File: config.mk
export PLATFORM = sky130hd
export DESIGN_NAME = sample_feeder
export DESIGN_NICKNAME = d
export VERILOG_FILES = /design/src/rtl/sample_feeder.sv
export SDC_FILE = /design/constraint.sdc
export NUM_CORES = 1
export LEC_CHECK = 0
export BUFFER_PORTS_ARGS = -buffer_cell sky130_fd_sc_hd__buf_2
export CORE_UTILIZATION = 35
export CTS_BUF_LIST = sky130_fd_sc_hd__clkbuf_8
export CTS_CLUSTER_DIAMETER = 60
export DETAILED_ROUTE_END_ITERATION = 8
export PLACE_DENSITY_LB_ADDON = 0.15
export SYNTH_ARGS = -nofsm -noshare
export SYNTH_HDL_FRONTEND = slang
export SYNTH_SLANG_ARGS = --single-unit
File: constraint.sdc
create_clock -name clk -period 2.4 [get_ports clk]
set_input_delay 0.6 -clock clk [delete_from_list [all_inputs] [get_ports clk]]
set_output_delay 0.6 -clock clk [all_outputs]
set_load 0.02 [all_outputs]
File: src/rtl/sample_feeder.sv
// sample_feeder: buffers strobed 16-bit samples in a small FIFO and offers them
// to a downstream consumer over a Rdy/Ack handshake, flagging overflow and Ack timeout.
module sample_feeder #(
    parameter int DEPTH   = 8,
    parameter int TIMEOUT = 255
) (
    input  logic                     clk,
    input  logic                     reset,
    input  logic [15:0]              SampleIn,
    input  logic                     SampleVld,
    output logic [15:0]              DataOut,
    output logic                     Rdy,
    input  logic                     Ack,
    output logic [$clog2(DEPTH):0]   Level,
    input  logic                     ClrErr,
    output logic                     Overflow,
    output logic                     AckTimeout
);

    localparam int          AW     = $clog2(DEPTH);
    localparam int          LW     = AW + 1;
    localparam logic [15:0] TMO    = 16'(TIMEOUT);
    localparam logic [15:0] TMO_M1 = 16'(TIMEOUT - 1);

    logic [15:0]   r_mem [DEPTH];
    logic [AW-1:0] r_wr_ptr;
    logic [AW-1:0] r_rd_ptr;
    logic [LW-1:0] r_count;
    logic [15:0]   r_tcnt;
    logic          r_ovf;
    logic          r_tmo;

    logic          w_rdy;
    logic          w_full;
    logic          w_pop;
    logic          w_push;
    logic          w_drop;
    logic          w_tmo_set;
    logic [LW-1:0] w_count_nxt;
    logic [15:0]   w_tcnt_nxt;

    assign w_rdy     = (r_count != '0);
    assign w_full    = (r_count == LW'(DEPTH));
    assign w_pop     = Ack && w_rdy;
    // A pop on the same edge frees the head slot, so a full FIFO can still accept.
    assign w_push    = SampleVld && (!w_full || w_pop);
    assign w_drop    = SampleVld && w_full && !w_pop;
    // Only the transition into TIMEOUT sets the flag, so ClrErr works while saturated.
    assign w_tmo_set = w_rdy && !Ack && (r_tcnt == TMO_M1);

    // Occupancy next-state from the push/pop pair.
    always_comb begin
        w_count_nxt = r_count;
        case ({w_push, w_pop})
            2'b10:   w_count_nxt = r_count + LW'(1);
            2'b01:   w_count_nxt = r_count - LW'(1);
            default: w_count_nxt = r_count;
        endcase
    end

    // Missing-Ack counter next-state, saturating at TIMEOUT.
    always_comb begin
        w_tcnt_nxt = r_tcnt;
        if (!w_rdy || Ack) begin
            w_tcnt_nxt = 16'h0000;
        end else if (r_tcnt != TMO) begin
            w_tcnt_nxt = r_tcnt + 16'h0001;
        end else begin
            w_tcnt_nxt = r_tcnt;
        end
    end

    // Sample storage; contents are don't-care after reset.
    always_ff @(posedge clk) begin
        if (w_push) begin
            r_mem[r_wr_ptr] <= SampleIn;
        end
    end

    // Pointers, occupancy, timeout counter and sticky flags.
    always_ff @(posedge clk or posedge reset) begin
        if (reset) begin
            r_wr_ptr <= '0;
            r_rd_ptr <= '0;
            r_count  <= '0;
            r_tcnt   <= 16'h0000;
            r_ovf    <= 1'b0;
            r_tmo    <= 1'b0;
        end else begin
            if (w_push) begin
                r_wr_ptr <= r_wr_ptr + AW'(1);
            end
            if (w_pop) begin
                r_rd_ptr <= r_rd_ptr + AW'(1);
            end
            r_count <= w_count_nxt;
            r_tcnt  <= w_tcnt_nxt;
            r_ovf   <= w_drop    || (r_ovf && !ClrErr);
            r_tmo   <= w_tmo_set || (r_tmo && !ClrErr);
        end
    end

    assign Rdy        = w_rdy;
    assign DataOut    = w_rdy ? r_mem[r_rd_ptr] : 16'h0000;
    assign Level      = r_count;
    assign Overflow   = r_ovf;
    assign AckTimeout = r_tmo;

endmodule

==> results_dict.tcl <==
set metrics [dict create \
    outcome "finished with violations" \
    violations "setup timing" \
    dieArea_sq_um 18990 \
    irDropWorstVdd_mv 0.7226 \
    n_antenna_cell 0 \
    ant_nets 0 \
    fp.dieH_microns 137.8 \
    ys_seq_elements 156 \
    power_density_nw_per_um2 1131 \
    stdcell_count 688 \
    synth.mux.area_fraction_pct 13.98 \
    drt_iter0_markers 200 \
    multi_input_area_sq_um 1804 \
    placed_area_sq_um 7144 \
    fmax_ghz 0.3734 \
    cts_buffers 17 \
    final.min_clock_period_ps 2678 \
    synth_top_family_by_area "multiplexers" \
    finalHoldViolCount 0 \
    drv_cap 0 \
    gp_congestion 0.7719 \
    yosysTopAreaCell "edfxtp_1" \
    start_util_pct 35.80 \
    grt_first_pass_wirelength_microns 20660 \
    synth_ff_type "edfxtp_1" \
    fin_crit_sh_pct 111.6 \
    worst_slew_pin_slew_ps 434.6 \
    routed_via_density 5.096 \
    antenna_found_initial 0 \
    dr.pass1.iters 4 \
    leakage_nw 2.726 \
    crit_fanout 6 \
    route.final.wire_length_microns 13420 \
    io_pins 44 \
    syn_nets 399 \
    wl_per_cell_microns 19.50 \
    slowest_stage "mux4_2" \
    yosysWarningCount 0 \
    tritoncts "built" \
    worstPathArrival_ps 2080 \
    setup_viol 16 \
    cts_sinks 156 \
    drive_gt1_share_pct 34.20 \
    fp.coreArea_sq_um 18020 \
    max_stage_delay_ps 510 \
    fin_area_sq_um 7679 \
    synth-xor-area-share_pct 1.357 \
    seqCellArea_sq_um 4549 \
    io_buffers 43 \
    htree_levels 4 \
    syn_inst 373 \
    cts.reportedPaths.clkPinSlew_ps 90 \
    cts-root-buf "clkbuf_8" \
    grtUsageMet2_pct 24.68 \
    yosysTopAreaCellShare_pct 59.56 \
    syn-cell-area_sq_um 6454 \
    syn_avg_cell_area_sq_um 17.30 \
    clock_latency_ps 450 \
    grt_pass1_vias 3642 \
    rows 49 \
    setup_slack_ps -278.2 \
    hpwl_microns 7784 \
    synthTopCellsByCount "edfxtp_1, mux4_2, nor2_1" \
    holdWs_ps 138.6 \
    die_w_microns 137.8 \
    grt_usage_pct 15.47 \
    yosysSeqAreaShare_pct 70.41 \
    start_kind "flop" \
    grt_max_degree 35 \
    vias 3506 \
    skew_ps 20.23 \
    cts.path.max_buffers 2 \
    crit_type "reg2out" \
    cp.required_ps 1800 \
    crit_path_cell_trace "buf_4, buf_12, mux4_2, mux2i_2, nor2_1, buf_2" \
    synth_compound_area_share_pct 3.296 \
    ys_async_sr_fraction_pct 17.95 \
    synthSimpleGateAreaFrac_pct 7.832 \
    synth-edff-count 128 \
    fill_cells 1623 \
    hp-class "in2async" \
    grt_use_met1_pct 20.70 \
    cts_hold_buf 0 \
    final_nets 472 \
    grt_use_met3_pct 3.937 \
    grt_overflow 0 \
    synth_area_leaders "edfxtp_1, mux4_2, dfrtp_1" \
    synthAdderAreaFrac_pct 0.9694 \
    relSlewSlack_pct 71.00 \
    cp-end-kind "output port" \
    synth_cell_types 47 \
    numPlacedInstances 644 \
    syn_to_final_growth_pct 18.98 \
    yosysMostFrequentCell "edfxtp_1" \
    rsz0062_at_grt "true" \
    finalMaxSlewViolations 0 \
    grt-busiest-layer "met2" \
    drc 0 \
]
-- cells in the final DEF, fill, tap and decap left out, types with 4 or more instances in the layout --
| cell | Yosys | layout |
|---|---|---|
| nand4_1 | 4 | 4 |
| dfrtp_2 | 0 | 4 |
| buf_12 | 0 | 11 |
| dfrtp_1 | 28 | 24 |
| or3_1 | 6 | 6 |
| buf_4 | 4 | 18 |
| ha_1 | 5 | 5 |
| nand3_1 | 8 | 8 |
| a21oi_1 | 5 | 5 |
| nor2_1 | 30 | 25 |
| mux2i_1 | 17 | 14 |
| mux4_2 | 32 | 32 |
| nand2_1 | 17 | 17 |
| nor2_2 | 0 | 5 |
| nand2b_1 | 5 | 5 |
| and3_1 | 5 | 5 |
| inv_6 | 0 | 4 |
| xnor2_1 | 8 | 8 |
| o21ai_0 | 7 | 7 |
| buf_2 | 3 | 42 |
| inv_1 | 8 | 10 |
| clkbuf_8 | 0 | 17 |
| edfxtp_1 | 128 | 128 |
-- power breakdown --
group          switching, mW  internal, mW  total, mW  leakage (nW)
clock                  0.986         0.920       1.91         0.189
sequential             0.201          3.29       3.49          1.53
combinational           1.74          1.55       3.29          1.01
total                   2.93          5.75       8.68          2.73
-- metal layers --
| layer | wire length, microns | part of all wire [%] |
|---|---|---|
| met1 | 6302 | 47 |
| met2 | 6449 | 48 |
| met3 | 507 | 3.8 |
| met4 | 157 | 1.2 |
| met5 | 0 | 0 |
-- area by class of cell --
type	count	area share [%]
Clock buffer	17	3.047
Clock inverter	15	1.890
Inverter	9	0.4725
Tap cell	229	3.731
Timing Repair Buffer	73	8.115
Sequential cell	156	59.25
Multi-Input combinational cell	189	23.50
-- registers in the layout (all words and copies together) (netlist names) --
signal and count:
r_rd_ptr 3, Overflow 1, r_mem 128, r_wr_ptr 3, r_tcnt 16, Level 4, AckTimeout 1
-- metrics by stage --
stage                     util [%]  TNS (ps)  power [mW]  worst slack, ps
after CTS                    42.00     -3573       8.617           -285.3
after detailed placement     39.64         0       6.585            212.9
after floorplan                  -         0       5.502            3.785
final                        42.60     -2928       8.681           -278.2
after global placement       39.64         0       6.540            231.2
after global routing         42.60     -5078       9.165           -377.1
-- worst max-delay path: cells and delay by family (launching register included) --
family,cells,cell delay (ps)
flip-flops,1,420
multiplexers,2,730
buffers and inverters,3,420
AND/OR/NAND/NOR,1,70
-- kinds of logic (layout without fill, tap and decap cells) --
| family | Yosys count | in the layout |
|---|---|---|
| XOR/XNOR | 10 | 10 |
| adder cells (fa/ha/maj) | 5 | 5 |
| flip-flops | 156 | 156 |
| multiplexers | 50 | 50 |
| AND/OR/NAND/NOR | 93 | 93 |
| buffers and inverters | 28 | 114 |
| AO/OA/AOI/OAI | 31 | 31 |
-- final timing paths --
check | startpoint | endpoint | slack, ps | depth (start not counted)
setup / recovery | r_rd_ptr[0] | DataOut[13] | -280 | 6
hold / removal | reset | r_rd_ptr[2] | 140 | 2
setup reg to reg | Level[1] | r_mem[3][2] | 250 | 7
hold reg to reg | AckTimeout | AckTimeout | 500 | 2
max in group asynchronous | reset | r_tcnt[1] | 1630 | 3
min in group clk | ClrErr | Overflow | 350 | 2
-- what timing repair did --
item | CTS | global route
buffers inserted | 1 | 9
pin swaps | 1 | 0
resized for setup | 3 | 6
cloned | 1 | 1
setup endpoints to repair | 17 | 17
No activity file was read; power rests on OpenSTA's default activity.
